[config.mk]
export PLATFORM = sky130hd
export DESIGN_NAME = sm4_word_loader
export DESIGN_NICKNAME = d
export VERILOG_FILES = /design/src/rtl/sm4_word_loader.sv
export SDC_FILE = /design/constraint.sdc
export NUM_CORES = 1
export LEC_CHECK = 0
export BUFFER_PORTS_ARGS = -buffer_cell sky130_fd_sc_hd__clkbuf_2
export CELL_PAD_IN_SITES_DETAIL_PLACEMENT = 0
export CELL_PAD_IN_SITES_GLOBAL_PLACEMENT = 1
export CORE_MARGIN = 5
export CORE_UTILIZATION = 35
export CTS_BUF_LIST = sky130_fd_sc_hd__clkbuf_2 sky130_fd_sc_hd__clkbuf_4 sky130_fd_sc_hd__clkbuf_8
export DETAILED_ROUTE_END_ITERATION = 6
export PLACE_DENSITY = 0.91
export SLEW_MARGIN = 20
export SYNTH_ARGS = -nofsm -noshare
export SYNTH_HDL_FRONTEND = slang
export SYNTH_SLANG_ARGS = --single-unit
[constraint.sdc]
create_clock -name clk_i -period 1.3 [get_ports clk_i]
set_input_delay 0.13 -clock clk_i [delete_from_list [all_inputs] [get_ports clk_i]]
set_output_delay 0.13 -clock clk_i [all_outputs]
set_load 0.01 [all_outputs]
[src/rtl/sm4_word_loader.sv]
// -----------------------------------------------------------------------------
// sm4_word_loader
//
// Collects word_width_p-bit words from an upstream valid/ready stream and
// assembles them into one SM4 job for the downstream encryptor. A job is
// four key words followed by four content words. Each group is filled MSW
// first. The assembled job is offered downstream with a valid/ready handshake.
//
// Optional feature (macro SM4_LOADER_KEY_REUSE_EN):
//   The loader can reuse the previously loaded key. If skip_key_i is high on
//   the first word of a job and a complete key has already been loaded, that
//   word becomes content word 0 and only four words are needed. Without the
//   macro, skip_key_i is ignored and every job takes eight words.
//
// Ports:
//   clk_i              : clock
//   reset_i            : synchronous reset, active low (0 = reset)
//   word_i             : input data word
//   mode_i             : encode/decode flag, captured with a job's first word
//   skip_key_i         : key-reuse request, sampled with a job's first word
//   word_v_i           : input word valid
//   word_ready_o       : loader can accept a word
//   content_o          : assembled plaintext/ciphertext group
//   key_o              : assembled key group
//   encode_or_decode_o : captured mode of the job on offer
//   v_o                : assembled job valid toward the encryptor
//   ready_i            : encryptor can accept a job
// -----------------------------------------------------------------------------
module sm4_word_loader #(
    parameter int group_size_p = 128,
    parameter int word_width_p = 32
) (
    input  logic                    clk_i,
    input  logic                    reset_i,
    input  logic [word_width_p-1:0] word_i,
    input  logic                    mode_i,
    input  logic                    skip_key_i,
    input  logic                    word_v_i,
    output logic                    word_ready_o,
    output logic [group_size_p-1:0] content_o,
    output logic [group_size_p-1:0] key_o,
    output logic                    encode_or_decode_o,
    output logic                    v_o,
    input  logic                    ready_i
);

    typedef enum logic [1:0] {
        eKey     = 2'd0,
        eContent = 2'd1,
        eSend    = 2'd2
    } state_e;

    // Writes a word into slot k of a group. Slot 0 is the most significant
    // word.
    function automatic logic [group_size_p-1:0] place_word(
        input logic [group_size_p-1:0] group,
        input logic [1:0]              slot,
        input logic [word_width_p-1:0] word
    );
        logic [group_size_p-1:0] r;
        r = group;
        case (slot)
            2'd0:    r[32'sd3 * word_width_p +: word_width_p] = word;
            2'd1:    r[32'sd2 * word_width_p +: word_width_p] = word;
            2'd2:    r[32'sd1 * word_width_p +: word_width_p] = word;
            2'd3:    r[32'sd0 * word_width_p +: word_width_p] = word;
            default: r = group;
        endcase
        return r;
    endfunction

    state_e                  state_r, state_next_s;
    logic [1:0]              cnt_r, cnt_next_s;
    logic [group_size_p-1:0] key_r, key_next_s;
    logic [group_size_p-1:0] content_r, content_next_s;
    logic                    mode_r, mode_next_s;
    logic                    ready_s;
    logic                    accept_s;
    logic                    reuse_s;
    logic                    key_done_s;

`ifdef SM4_LOADER_KEY_REUSE_EN
    logic key_valid_r;

    // A key can be reused only after a complete key has been loaded.
    assign reuse_s = skip_key_i & key_valid_r;

    // Key-valid flag: set by the fourth key word and cleared only by reset.
    always_ff @(posedge clk_i) begin
        if (!reset_i) begin
            key_valid_r <= 1'b0;
        end else if (key_done_s) begin
            key_valid_r <= 1'b1;
        end else begin
            key_valid_r <= key_valid_r;
        end
    end
`else
    logic unused_skip_key_s;

    assign reuse_s           = 1'b0;
    assign unused_skip_key_s = skip_key_i;
`endif

    // No word is accepted while a job is on offer or while reset is held.
    assign ready_s  = reset_i & (state_r != eSend);
    assign accept_s = word_v_i & ready_s;

    // Next-state, counter and data-capture logic.
    always_comb begin
        state_next_s   = state_r;
        cnt_next_s     = cnt_r;
        key_next_s     = key_r;
        content_next_s = content_r;
        mode_next_s    = mode_r;
        key_done_s     = 1'b0;
        case (state_r)
            eKey: begin
                if (accept_s) begin
                    // In eKey, a counter value of 0 always marks the first
                    // word of a job.
                    if (cnt_r == 2'd0) begin
                        mode_next_s = mode_i;
                    end else begin
                        mode_next_s = mode_r;
                    end
                    if ((cnt_r == 2'd0) && reuse_s) begin
                        // Keep the old key. This word is content word 0.
                        content_next_s = place_word(content_r, 2'd0, word_i);
                        cnt_next_s     = 2'd1;
                        state_next_s   = eContent;
                    end else begin
                        key_next_s = place_word(key_r, cnt_r, word_i);
                        if (cnt_r == 2'd3) begin
                            key_done_s   = 1'b1;
                            cnt_next_s   = 2'd0;
                            state_next_s = eContent;
                        end else begin
                            cnt_next_s = cnt_r + 2'd1;
                        end
                    end
                end else begin
                    state_next_s = eKey;
                end
            end
            eContent: begin
                if (accept_s) begin
                    content_next_s = place_word(content_r, cnt_r, word_i);
                    if (cnt_r == 2'd3) begin
                        cnt_next_s   = 2'd0;
                        state_next_s = eSend;
                    end else begin
                        cnt_next_s = cnt_r + 2'd1;
                    end
                end else begin
                    state_next_s = eContent;
                end
            end
            eSend: begin
                if (ready_i) begin
                    cnt_next_s   = 2'd0;
                    state_next_s = eKey;
                end else begin
                    state_next_s = eSend;
                end
            end
            default: begin
                cnt_next_s   = 2'd0;
                state_next_s = eKey;
            end
        endcase
    end

    // State, counter and assembled-job registers.
    always_ff @(posedge clk_i) begin
        if (!reset_i) begin
            state_r   <= eKey;
            cnt_r     <= 2'd0;
            key_r     <= {group_size_p{1'b0}};
            content_r <= {group_size_p{1'b0}};
            mode_r    <= 1'b0;
        end else begin
            state_r   <= state_next_s;
            cnt_r     <= cnt_next_s;
            key_r     <= key_next_s;
            content_r <= content_next_s;
            mode_r    <= mode_next_s;
        end
    end

    assign word_ready_o       = ready_s;
    assign v_o                = (state_r == eSend);
    assign key_o              = key_r;
    assign content_o          = content_r;
    assign encode_or_decode_o = mode_r;

endmodule

==> results of run 1 <==
-- repair_timing --
item / in CTS / in global routing
hold buffers: 32 / 0
pin swaps: 20 / 68
endpoints found under the setup margin: 261 / 261
buffers inserted: 9 / 7
resized for setup: 65 / 116
cloned: 8 / 31
endpoints found under the hold margin: 207 / 0
-- per-layer routing --
| layer | vias to the layer above | global-route usage [%] | share of wire (%) |
|---|---|---|---|
| li1 | 4808 | - | - |
| met1 | 4932 | 28.7 | 41 |
| met2 | 511 | 35.9 | 46 |
| met3 | 79 | 6.56 | 10 |
| met4 | 0 | 6.67 | 2.8 |
| met5 | - | 0 | 0 |
-- metrics by stage --
step	worst slack, ns	power (mW)	hold slack [ns]	setup TNS (ns)
after floorplan	0.00410	9.05	0.260	0
after global placement	-0.0782	9.57	0.363	-7.86
after detailed placement	-0.140	9.59	0.378	-17.87
after CTS	-0.145	17.3	0.00102	-15.60
after global routing	-0.222	18.1	0.00377	-39.49
final	-0.180	17.5	-0.0115	-27.96
-- cells by family after synthesis --
group	count (synthesis)	share of synthesized area, %
buf+inv	144	7.09
mux	2	0.203
flops	261	53.1
fa+ha+maj	4	0.508
simple gates	538	24.6
compound gates	259	14.4
xor+xnor	1	0.0890
-- power breakdown --
group	internal, mW	total, mW	leakage (nW)	switching (mW)
Clock	4.33	7.63	0.490	3.30
Sequential	8.17	8.27	2.11	0.106
Combinational	0.638	1.58	3.56	0.946
-- state kept, by name, indices dropped and copies added, names as in the netlist --
| register | cells |
|---|---|
| state_r | 2 |
| cnt_r | 2 |
| key_o | 128 |
| content_o | 128 |
| encode_or_decode_o | 1 |
-- placed cells by master, fill, tap and decap left out, drive strengths merged, types with 4 or more instances in the layout --
| cell | Yosys | layout |
|---|---|---|
| nand3 | 256 | 256 |
| dfxtp | 261 | 261 |
| clkbuf | 48 | 383 |
| and2 | 9 | 9 |
| buf | 94 | 101 |
| nor2b | 5 | 5 |
| dlygate4sd3 | 0 | 32 |
| o21ai | 256 | 256 |
| ha | 4 | 4 |
| nand2 | 259 | 259 |
| and3 | 4 | 4 |
| clkinv | 0 | 4 |
-- critical path: stages (launching register included) --
cell                        delay (ns)
sky130_fd_sc_hd__dfxtp_2          0.34
sky130_fd_sc_hd__buf_4            0.12
sky130_fd_sc_hd__nor2b_4          0.27
sky130_fd_sc_hd__and2_4           0.27
sky130_fd_sc_hd__buf_6            0.14
sky130_fd_sc_hd__clkbuf_16        0.15
sky130_fd_sc_hd__o21ai_1          0.06
-- synthesized netlist by cell type, types with 7 or more instances --
library cell               count  area [um2]
sky130_fd_sc_hd__clkbuf_1     48         180
sky130_fd_sc_hd__buf_4         7        52.6
sky130_fd_sc_hd__o21ai_0      39         195
sky130_fd_sc_hd__nand2_1     259         972
sky130_fd_sc_hd__nand3_1     256        1280
sky130_fd_sc_hd__and2_1        8        50.1
sky130_fd_sc_hd__dfxtp_1     261        5230
sky130_fd_sc_hd__o21ai_2      30         263
sky130_fd_sc_hd__o21ai_1     187         936
sky130_fd_sc_hd__buf_2        81         405
-- worst max-delay path by stage --
| stage | start | to | depth (start not counted) |
|---|---|---|---|
| 2_1_floorplan | cnt_r[0]$_SDFFE_PN0P_ | key_o[104]$_SDFFE_PN0P_ | 7 |
| 3_3_place_gp | cnt_r[0]$_SDFFE_PN0P_ | content_o[83]$_SDFFE_PN0P_ | 6 |
| 3_5_place_dp | cnt_r[0]$_SDFFE_PN0P_ | content_o[63]$_SDFFE_PN0P_ | 6 |
| 4_1_cts | state_r[0]$_SDFFE_PN0P_ | word_ready_o | 4 |
| 5_1_grt | state_r[0]$_SDFFE_PN0P_ | content_o[113]$_SDFFE_PN0P_ | 6 |
| 6_report | state_r[0]$_SDFFE_PN0P_ | content_o[110]$_SDFFE_PN0P_ | 6 |
-- final cells by class --
type	count	share of cell area, %
Sequential cell	261	35.6
Multi-Input combinational cell	804	28.9
Inverter	2	0.0851
Timing Repair Buffer	446	26.0
Clock inverter	4	0.136
Clock buffer	70	6.09
Tap cell	378	3.22
==> metrics.txt, run 1 <==
# TYPE chip_impl_metric gauge
chip_impl_metric{name="drcViolationCount",unit=""} 0
chip_impl_info{name="min_to",value="state_r[1]$_SDFFE_PN0P_"} 1
chip_impl_metric{name="regArea",unit="um2"} 5240
chip_impl_metric{name="hpwl",unit="um"} 23800
chip_impl_metric{name="place.port_buffers",unit=""} 295
chip_impl_metric{name="placeable_core_area",unit="um2"} 27800
chip_impl_metric{name="synth_async_sr_flop_share",unit="%"} 0
chip_impl_metric{name="clock_tree.buffer_depth",unit=""} 3
chip_impl_info{name="worstSetupStartpointType",value="flop"} 1
chip_impl_metric{name="diodes",unit=""} 0
chip_impl_metric{name="setup_violations",unit=""} 259
chip_impl_metric{name="drive_above_1_share",unit="%"} 38.2
chip_impl_metric{name="worst_pin_slew",unit="ns"} 0.541
chip_impl_metric{name="syn-instance-count",unit=""} 1209
chip_impl_metric{name="ys_seq_elements",unit=""} 261
chip_impl_info{name="status",value="complete, but fails checks"} 1
chip_impl_metric{name="layout_setup_ws",unit="ns"} -0.180
chip_impl_metric{name="count_of_pins_over_their_slew_limit",unit=""} 0
chip_impl_info{name="setup_repair_after_global_routing_missed_its_margin",value="true"} 1
chip_impl_metric{name="synth_seq_area_share",unit="%"} 53.1
chip_impl_metric{name="cp.arrival",unit="ns"} 1.90
chip_impl_metric{name="clkTransAtPathRegs",unit="ns"} 0.06
chip_impl_metric{name="htree_num_levels",unit=""} 2
chip_impl_info{name="violations",value="hold timing, setup timing"} 1
chip_impl_metric{name="cellPowerDensity",unit="nW/um2"} 1190
chip_impl_metric{name="first_global_vias",unit=""} 9451
chip_impl_metric{name="synth.net_count",unit=""} 1251
chip_impl_metric{name="initial_utilization",unit="%"} 35.4
chip_impl_metric{name="numCtsBuffers",unit=""} 44
chip_impl_info{name="cp-end-kind",value="flop"} 1
chip_impl_metric{name="max-cap-violations",unit=""} 0
chip_impl_metric{name="timing.reg2reg.setup_slack",unit="ns"} -0.18
chip_impl_metric{name="layout.filler_cells",unit=""} 2578
chip_impl_metric{name="critical_path_peak_fanout",unit=""} 7
chip_impl_metric{name="detail_route.vias_per_cell",unit=""} 5.26
chip_impl_metric{name="syn-mean-instance-area",unit="um2"} 8.14
chip_impl_metric{name="wl_per_cell",unit="um"} 21.2
chip_impl_metric{name="mappedNetlistArea",unit="um2"} 9840
chip_impl_metric{name="floorplan.die_area",unit="um2"} 31600
chip_impl_info{name="critical_path_class",value="flop to flop"} 1
chip_impl_metric{name="wire_length_of_the_first_global_routing_pass",unit="um"} 55200
chip_impl_info{name="r2r_start",value="state_r[0]$_SDFFE_PN0P_"} 1
chip_impl_metric{name="fmaxAchievable",unit="GHz"} 0.676
chip_impl_metric{name="synth-edff-count",unit=""} 0
chip_impl_metric{name="cellLeakagePower",unit="nW"} 6.16
chip_impl_metric{name="final_antenna_net_count",unit=""} 0
chip_impl_metric{name="worst_hold_slack",unit="ns"} -0.0115
chip_impl_metric{name="via_count",unit=""} 10330
chip_impl_info{name="hold_path_class",value="input port to flop"} 1
chip_impl_metric{name="finalCoreUtilization",unit="%"} 52.9
chip_impl_metric{name="worst-r2r-cell-count",unit=""} 6
chip_impl_metric{name="io_pins",unit=""} 297
chip_impl_metric{name="area_delta_synth_final",unit="%"} 49.3
chip_impl_metric{name="cp_data_required_time",unit="ns"} 1.72
chip_impl_metric{name="clkLatencyLatePin",unit="ns"} 0.54
chip_impl_info{name="cts_tree",value="yes"} 1
chip_impl_metric{name="stdcell_count",unit=""} 1965
chip_impl_metric{name="irDropWorstVdd",unit="uV"} 611
chip_impl_metric{name="synthesis_warning_total",unit=""} 0
chip_impl_metric{name="min_delay_path_depth",unit=""} 4
chip_impl_metric{name="cts.sinks",unit=""} 261
chip_impl_metric{name="antenna_found_initial",unit=""} 0
chip_impl_info{name="synthFlopType",value="sky130_fd_sc_hd__dfxtp_1"} 1
chip_impl_metric{name="total_area_of_multi_input_combinational_cells",unit="um2"} 4240
chip_impl_metric{name="synth_cell_types",unit=""} 28
chip_impl_info{name="reg2reg_to",value="content_o[110]$_SDFFE_PN0P_"} 1
chip_impl_metric{name="nets",unit=""} 1601
chip_impl_metric{name="first_iter_violations",unit=""} 870
chip_impl_info{name="clock-root-buffer",value="sky130_fd_sc_hd__clkbuf_8"} 1
chip_impl_metric{name="floorplan.die.height",unit="um"} 178
chip_impl_metric{name="wl",unit="um"} 41700
chip_impl_metric{name="drt-pass1-iter-count",unit=""} 5
chip_impl_metric{name="floorplan.die.width",unit="um"} 178
chip_impl_metric{name="max_slew_headroom",unit="%"} 64.0
chip_impl_info{name="min_from",value="ready_i"} 1
chip_impl_metric{name="post_dp_cell_area",unit="um2"} 12000
chip_impl_metric{name="floorplan.rows",unit=""} 61
chip_impl_metric{name="final_critical_path_time_including_i_o_delays_and_setup",unit="ns"} 1.48
chip_impl_metric{name="gr-total-overflow",unit=""} 0
chip_impl_metric{name="place.gp.congestion",unit=""} 0.808
chip_impl_metric{name="dp.cells",unit=""} 1805
chip_impl_metric{name="timing_hold_violations_final",unit=""} 1
chip_impl_metric{name="finish.instance_area",unit="um2"} 14700
chip_impl_metric{name="min_period_over_period",unit="%"} 114
chip_impl_metric{name="grt_start_max_net_pins",unit=""} 116
chip_impl_metric{name="grtUsageTotal",unit="%"} 22.2
chip_impl_metric{name="skew",unit="ns"} 0.0133
Power figures use the tool's default switching activity.
==> run 2, diff against run 1 <==
==> constraint.sdc (replaced) <==
create_clock -name clk_i -period 1.3 [get_ports clk_i]
set_input_delay 0.195 -clock clk_i [delete_from_list [all_inputs] [get_ports clk_i]]
set_output_delay 0.195 -clock clk_i [all_outputs]
set_load 0.01 [all_outputs]
==> run 2 against run 1 <==
The flow finishes with violations (setup timing). Cell area rose by 11%. Wire length grew 9.2%. Via count is 4.5% higher. Total power rose by 1.4%. Critical endpoint is now content_o[97]$_SDFFE_PN0P_. Largest cell class is now multi-input gates. Largest power group unchanged. Highest routed layer unchanged.
==> metrics.txt, run 2 (synthesis results as in run 1) <==
# TYPE chip_impl_metric gauge
chip_impl_info{name="status",value="complete, but fails checks"} 1
chip_impl_info{name="violations",value="setup timing"} 1
chip_impl_metric{name="clock_tree.buffer_depth",unit=""} 3
chip_impl_metric{name="fmaxAchievable",unit="GHz"} 0.657
chip_impl_metric{name="antenna_found_initial",unit=""} 0
chip_impl_metric{name="final_critical_path_time_including_i_o_delays_and_setup",unit="ns"} 1.52
chip_impl_metric{name="worst_pin_slew",unit="ns"} 0.399
chip_impl_metric{name="dp.cells",unit=""} 1809
chip_impl_metric{name="floorplan.die_area",unit="um2"} 31600
chip_impl_metric{name="grtUsageTotal",unit="%"} 25.2
chip_impl_info{name="setup_repair_after_global_routing_missed_its_margin",value="true"} 1
chip_impl_metric{name="io_pins",unit=""} 297
chip_impl_metric{name="max_slew_headroom",unit="%"} 73.4
chip_impl_metric{name="nets",unit=""} 1609
chip_impl_metric{name="first_global_vias",unit=""} 10031
chip_impl_metric{name="wl",unit="um"} 45500
chip_impl_metric{name="final_antenna_net_count",unit=""} 0
chip_impl_metric{name="max-cap-violations",unit=""} 0
chip_impl_metric{name="hpwl",unit="um"} 23700
chip_impl_metric{name="irDropWorstVdd",unit="uV"} 683
chip_impl_metric{name="setup_violations",unit=""} 259
chip_impl_info{name="highest_count_cells_in_the_layout_ignoring_fill_and_taps",value="288 x sky130_fd_sc_hd__clkbuf_2, 259 x sky130_fd_sc_hd__nand2_1, 254 x sky130_fd_sc_hd__dfxtp_1"} 1
chip_impl_info{name="critical_path.top_delay_family",value="buffers and inverters"} 1
chip_impl_info{name="min_from",value="word_i[16]"} 1
chip_impl_info{name="critical_path_class",value="flop to flop"} 1
chip_impl_metric{name="cts.sinks",unit=""} 261
chip_impl_metric{name="drive_above_1_share",unit="%"} 53.6
chip_impl_info{name="clock-root-buffer",value="sky130_fd_sc_hd__clkbuf_8"} 1
chip_impl_metric{name="timing_hold_violations_final",unit=""} 0
chip_impl_metric{name="initial_utilization",unit="%"} 35.4
chip_impl_metric{name="cp.arrival",unit="ns"} 2.00
chip_impl_metric{name="critPathBufInv",unit=""} 4
chip_impl_info{name="critical-path-slowest-cell",value="sky130_fd_sc_hd__dfxtp_4"} 1
chip_impl_metric{name="wl_per_cell",unit="um"} 23.1
chip_impl_info{name="worstSetupStartpointType",value="flop"} 1
chip_impl_metric{name="placeable_core_area",unit="um2"} 27800
chip_impl_info{name="r2r_start",value="cnt_r[1]$_SDFFE_PN0P_"} 1
chip_impl_metric{name="count_of_pins_over_their_slew_limit",unit=""} 0
chip_impl_metric{name="worst_hold_slack",unit="ns"} 0.0315
chip_impl_metric{name="cellPowerDensity",unit="nW/um2"} 1080
chip_impl_metric{name="layout_setup_ws",unit="ns"} -0.221
chip_impl_metric{name="cellLeakagePower",unit="nW"} 6.64
chip_impl_info{name="critical_path.most_common_cell",value="sky130_fd_sc_hd__buf_12"} 1
chip_impl_info{name="hold_path_class",value="input port to flop"} 1
chip_impl_metric{name="min_period_over_period",unit="%"} 117
chip_impl_metric{name="skew",unit="ns"} 0.0331
chip_impl_metric{name="gr-total-overflow",unit=""} 0
chip_impl_metric{name="place.port_buffers",unit=""} 295
chip_impl_info{name="mostFrequentLayoutCell",value="sky130_fd_sc_hd__clkbuf_2"} 1
chip_impl_metric{name="clkLatencyLatePin",unit="ns"} 0.55
chip_impl_info{name="path_cells",value="inv_4 -> ha_4 -> and3_4 -> buf_12 -> buf_12 -> clkbuf_16 -> nand3_2 -> o21ai_1"} 1
chip_impl_metric{name="cp_data_required_time",unit="ns"} 1.77
chip_impl_metric{name="numCtsBuffers",unit=""} 44
chip_impl_metric{name="place.gp.congestion",unit=""} 0.811
chip_impl_metric{name="drt-pass1-iter-count",unit=""} 5
chip_impl_metric{name="min_delay_path_depth",unit=""} 3
chip_impl_metric{name="drcViolationCount",unit=""} 0
chip_impl_metric{name="area_delta_synth_final",unit="%"} 66.0
chip_impl_metric{name="diodes",unit=""} 0
chip_impl_info{name="cp-end-kind",value="flop"} 1
chip_impl_metric{name="floorplan.die.width",unit="um"} 178
chip_impl_info{name="cts_tree",value="yes"} 1
chip_impl_metric{name="worst-r2r-cell-count",unit=""} 8
chip_impl_metric{name="timing.reg2reg.setup_slack",unit="ns"} -0.22
chip_impl_metric{name="critical_path_peak_fanout",unit=""} 6
chip_impl_metric{name="floorplan.die.height",unit="um"} 178
chip_impl_metric{name="htree_num_levels",unit=""} 2
chip_impl_metric{name="stdcell_count",unit=""} 1971
chip_impl_metric{name="wire_length_of_the_first_global_routing_pass",unit="um"} 61400
chip_impl_info{name="min_to",value="content_o[16]$_SDFFE_PN0P_"} 1
chip_impl_metric{name="via_count",unit=""} 10790
chip_impl_metric{name="critical_path.max_stage_delay",unit="ns"} 0.38
chip_impl_metric{name="floorplan.rows",unit=""} 61
chip_impl_metric{name="grt_start_max_net_pins",unit=""} 58
chip_impl_info{name="reg2reg_to",value="content_o[97]$_SDFFE_PN0P_"} 1
chip_impl_metric{name="detail_route.vias_per_cell",unit=""} 5.47
chip_impl_metric{name="first_iter_violations",unit=""} 921
chip_impl_metric{name="clkTransAtPathRegs",unit="ns"} 0.07
run 2: final cells by class:
cell class                 count  area [um2]
multi-input combinational    804        5320
clock inverter                 8        90.1
inverter                       2        12.5
clock buffer                  64         806
tap                          378         473
sequential                   261        5240
timing repair buffer         454        4400
fill                        2341       11400
run 2: through the flow:
| step | cell area, um2 | setup slack, ns | power, mW | setup TNS [ns] | utilization [%] |
|---|---|---|---|---|---|
| floorplan | 9880 | 0.00410 | 9.05 | 0 | - |
| global placement | 12000 | -0.0928 | 9.58 | -10.06 | 43.2 |
| detailed placement | 12000 | -0.107 | 9.60 | -14.23 | 43.2 |
| CTS | 15000 | -0.191 | 17.6 | -25.04 | 54.0 |
| global route | 16300 | -0.294 | 18.2 | -43.13 | 58.8 |
| finish | 16300 | -0.221 | 17.7 | -35.27 | 58.8 |
run 2: worst max path at each step:
stage,from,depth (start not counted),slack [ns],end
finish,cnt_r[1]$_SDFFE_PN0P_,8,-0.22,content_o[97]$_SDFFE_PN0P_
global route,cnt_r[1]$_SDFFE_PN0P_,8,-0.29,content_o[97]$_SDFFE_PN0P_
CTS,state_r[0]$_SDFFE_PN0P_,4,-0.19,word_ready_o
detailed placement,cnt_r[0]$_SDFFE_PN0P_,6,-0.11,key_o[95]$_SDFFE_PN0P_
global placement,cnt_r[0]$_SDFFE_PN0P_,6,-0.09,content_o[82]$_SDFFE_PN0P_
floorplan,cnt_r[0]$_SDFFE_PN0P_,7,0.004,key_o[104]$_SDFFE_PN0P_
run 2: power breakdown:
part	switching (mW)	internal [mW]	total [mW]
Combinational	1.07	0.719	1.78
Sequential	0.108	8.17	8.27
Clock	3.33	4.34	7.67
Total	4.50	13.2	17.7
run 2: what timing repair did:
action | in CTS | in global routing
setup buffers | 38 | 18
gates resized for setup | 228 | 266
gates cloned | 35 | 22
pin swaps | 80 | 122
setup endpoints to repair | 261 | 265
hold buffers | 3 | 0
hold endpoints to repair | 6 | 0
run 2: per-layer routing:
metal	up-vias	wire length [um]	global-route usage (%)
met5	-	0	0
met4	0	1770	8.99
met3	119	4290	6.60
met2	603	21100	40.4
met1	5250	18400	33.0
li1	4818	-	-
run 2: tightest hold or removal path, stage by stage:
cell and delay (ns):
sky130_fd_sc_hd__clkbuf_2 0.19, sky130_fd_sc_hd__nand3_2 0.09, sky130_fd_sc_hd__o21ai_1 0.05
==> run 3, diff against run 2 <==
--- a/config.mk
+++ b/config.mk
@@ -13,6 +13,7 @@
 export CTS_BUF_LIST = sky130_fd_sc_hd__clkbuf_2 sky130_fd_sc_hd__clkbuf_4 sky130_fd_sc_hd__clkbuf_8
 export DETAILED_ROUTE_END_ITERATION = 6
 export PLACE_DENSITY = 0.91
+export SKIP_CTS_REPAIR_TIMING = 1
 export SLEW_MARGIN = 20
 export SYNTH_ARGS = -nofsm -noshare
 export SYNTH_HDL_FRONTEND = slang
==> constraint.sdc (replaced) <==
create_clock -name clk_i -period 1.3 [get_ports clk_i]
set_input_delay 0.195 -clock clk_i [delete_from_list [all_inputs] [get_ports clk_i]]
set_output_delay 0.195 -clock clk_i [all_outputs]
set_load 0.005 [all_outputs]
==> run 3 against run 2 <==
The run still ends with setup timing left. Maximum frequency rose by 0.41%. Wire length shrank 5.0%. Final cell count shrank 1.2%. Worst setup slack improved by 0.0061 ns. Via count down 2.8%. Sequential cell count unchanged. Combinational power decreased by 13%. Clock-buffer cell count unchanged. Die area did not move. Core utilization is 3.4 points lower.
==> metrics.txt, run 3 (synthesis results as in run 1) <==
# TYPE chip_impl_metric gauge
chip_impl_metric{name="drt-pass1-iter-count",unit=""} 5
chip_impl_metric{name="nets",unit=""} 1586
chip_impl_metric{name="io_pins",unit=""} 297
chip_impl_metric{name="cp_data_required_time",unit="ns"} 1.73
chip_impl_metric{name="area_delta_synth_final",unit="%"} 56.4
chip_impl_metric{name="hpwl",unit="um"} 23700
chip_impl_info{name="cp-end-kind",value="flop"} 1
chip_impl_info{name="highest_count_cells_in_the_layout_ignoring_fill_and_taps",value="294 x sky130_fd_sc_hd__clkbuf_2, 259 x sky130_fd_sc_hd__nand2_1, 255 x sky130_fd_sc_hd__dfxtp_1"} 1
chip_impl_metric{name="critical_path_peak_fanout",unit=""} 5
chip_impl_metric{name="fmaxAchievable",unit="GHz"} 0.660
chip_impl_metric{name="final_critical_path_time_including_i_o_delays_and_setup",unit="ns"} 1.52
chip_impl_metric{name="first_global_vias",unit=""} 9133
chip_impl_metric{name="initial_utilization",unit="%"} 35.4
chip_impl_metric{name="max_slew_headroom",unit="%"} 73.9
chip_impl_metric{name="stdcell_count",unit=""} 1948
chip_impl_info{name="r2r_start",value="cnt_r[0]$_SDFFE_PN0P_"} 1
chip_impl_metric{name="clkLatencyLatePin",unit="ns"} 0.54
chip_impl_metric{name="grt_start_max_net_pins",unit=""} 58
chip_impl_metric{name="placeable_core_area",unit="um2"} 27800
chip_impl_metric{name="drive_above_1_share",unit="%"} 50.1
chip_impl_metric{name="antenna_found_initial",unit=""} 0
chip_impl_info{name="critical_path_class",value="flop to flop"} 1
chip_impl_metric{name="grt.met1_usage",unit="%"} 27.7
chip_impl_metric{name="timing.reg2reg.setup_slack",unit="ns"} -0.22
chip_impl_metric{name="min_period_over_period",unit="%"} 117
chip_impl_metric{name="clock_tree.buffer_depth",unit=""} 3
chip_impl_metric{name="floorplan.die.height",unit="um"} 178
chip_impl_info{name="min_to",value="key_o[82]$_SDFFE_PN0P_"} 1
chip_impl_metric{name="worst_pin_slew",unit="ns"} 0.391
chip_impl_metric{name="drcViolationCount",unit=""} 0
chip_impl_metric{name="layout.filler_cells",unit=""} 2467
chip_impl_metric{name="first_iter_violations",unit=""} 894
chip_impl_metric{name="wire_length_of_the_first_global_routing_pass",unit="um"} 52900
chip_impl_info{name="hold_path_class",value="input port to flop"} 1
chip_impl_info{name="grt-busiest-layer",value="met2"} 1
chip_impl_metric{name="max-cap-violations",unit=""} 0
chip_impl_metric{name="place.gp.congestion",unit=""} 0.811
chip_impl_info{name="setup_repair_after_global_routing_missed_its_margin",value="true"} 1
chip_impl_info{name="reg2reg_to",value="content_o[78]$_SDFFE_PN0P_"} 1
chip_impl_metric{name="cellPowerDensity",unit="nW/um2"} 1130
chip_impl_metric{name="floorplan.die.width",unit="um"} 178
chip_impl_info{name="worstSetupStartpointType",value="flop"} 1
chip_impl_metric{name="diodes",unit=""} 0
chip_impl_metric{name="cts.sinks",unit=""} 261
chip_impl_metric{name="skew",unit="ns"} 0.0236
chip_impl_metric{name="grt_use_met2",unit="%"} 33.6
chip_impl_metric{name="min_delay_path_depth",unit=""} 3
chip_impl_metric{name="numCtsBuffers",unit=""} 44
chip_impl_metric{name="layout_setup_ws",unit="ns"} -0.215
chip_impl_metric{name="wl",unit="um"} 43200
chip_impl_metric{name="gr-usage-met3",unit="%"} 6.31
chip_impl_metric{name="gr-total-overflow",unit=""} 0
chip_impl_info{name="mostFrequentLayoutCell",value="sky130_fd_sc_hd__clkbuf_2"} 1
chip_impl_metric{name="wl_per_cell",unit="um"} 22.2
chip_impl_metric{name="dp.cells",unit=""} 1809
chip_impl_metric{name="worst-r2r-cell-count",unit=""} 7
chip_impl_metric{name="count_of_pins_over_their_slew_limit",unit=""} 0
chip_impl_metric{name="clkTransAtPathRegs",unit="ns"} 0.06
chip_impl_metric{name="cp.arrival",unit="ns"} 1.94
chip_impl_metric{name="setup_violations",unit=""} 259
chip_impl_metric{name="finalCoreUtilization",unit="%"} 55.4
chip_impl_info{name="clock-root-buffer",value="sky130_fd_sc_hd__clkbuf_8"} 1
chip_impl_metric{name="irDropWorstVdd",unit="uV"} 666
chip_impl_metric{name="via_count",unit=""} 10485
chip_impl_info{name="min_from",value="word_i[18]"} 1
chip_impl_metric{name="detail_route.vias_per_cell",unit=""} 5.38
chip_impl_metric{name="final_antenna_net_count",unit=""} 0
chip_impl_info{name="cts_tree",value="yes"} 1
chip_impl_metric{name="grtUsageTotal",unit="%"} 21.1
chip_impl_metric{name="place.port_buffers",unit=""} 295
chip_impl_metric{name="floorplan.rows",unit=""} 61
chip_impl_metric{name="post-place-ws",unit="ns"} -0.107
chip_impl_metric{name="timing_hold_violations_final",unit=""} 0
chip_impl_info{name="violations",value="setup timing"} 1
chip_impl_metric{name="htree_num_levels",unit=""} 2
chip_impl_metric{name="cellLeakagePower",unit="nW"} 6.44
chip_impl_info{name="status",value="complete, but fails checks"} 1
chip_impl_metric{name="floorplan.die_area",unit="um2"} 31600
[run 3: through the flow]
step                      total power [mW]  setup TNS, ns  instance area [um2]  hold WS (ns)
after floorplan                       8.99              0                 9880         0.325
after global placement                9.52         -10.06                12000         0.432
after detailed placement              9.53         -14.23                12000         0.433
after CTS                             17.1         -16.26                12900        -0.148
after global routing                  18.0         -43.34                15400        0.0106
final                                 17.5         -35.63                15400       0.00599
[run 3: power breakdown]
group          internal (mW)  switching [mW]
logic                  0.625           0.914
registers               8.17           0.110
clock network           4.34            3.31
total                   13.1            4.34
[run 3: how the worst max path moves through the flow]
stage | startpoint | end | slack, ns | cells after the start
finish | cnt_r[0]$_SDFFE_PN0P_ | content_o[78]$_SDFFE_PN0P_ | -0.22 | 7
global route | state_r[0]$_SDFFE_PN0P_ | word_ready_o | -0.26 | 4
CTS | state_r[1]$_SDFFE_PN0P_ | word_ready_o | -0.41 | 3
detailed placement | cnt_r[0]$_SDFFE_PN0P_ | key_o[95]$_SDFFE_PN0P_ | -0.11 | 6
global placement | cnt_r[0]$_SDFFE_PN0P_ | content_o[82]$_SDFFE_PN0P_ | -0.09 | 6
floorplan | cnt_r[0]$_SDFFE_PN0P_ | key_o[104]$_SDFFE_PN0P_ | 0.004 | 7
[run 3: layer usage]
| metal | routed length (um) | vias to the layer above |
|---|---|---|
| li1 | - | 4766 |
| met1 | 18200 | 5121 |
| met2 | 20000 | 504 |
| met5 | 0 | - |
| met3 | 3630 | 94 |
| met4 | 1310 | 0 |
[run 3: critical path, stage by stage (launching register included)]
cell and delay [ns]:
sky130_fd_sc_hd__dfxtp_4 0.39, sky130_fd_sc_hd__buf_6 0.11, sky130_fd_sc_hd__ha_4 0.10, sky130_fd_sc_hd__and3_4 0.25, sky130_fd_sc_hd__and2_4 0.21, sky130_fd_sc_hd__buf_12 0.14, sky130_fd_sc_hd__clkbuf_16 0.15, sky130_fd_sc_hd__o21ai_1 0.05
[run 3: final cells by class]
cell class | instances | area, um2 | share of cell area [%]
Inverter | 2 | 12.5 | 0.0813
Sequential cell | 261 | 5240 | 34.0
Clock inverter | 8 | 90.1 | 0.585
Clock buffer | 64 | 806 | 5.23
Tap cell | 378 | 473 | 3.07
Multi-Input combinational cell | 804 | 4960 | 32.2
Timing Repair Buffer | 431 | 3820 | 24.8
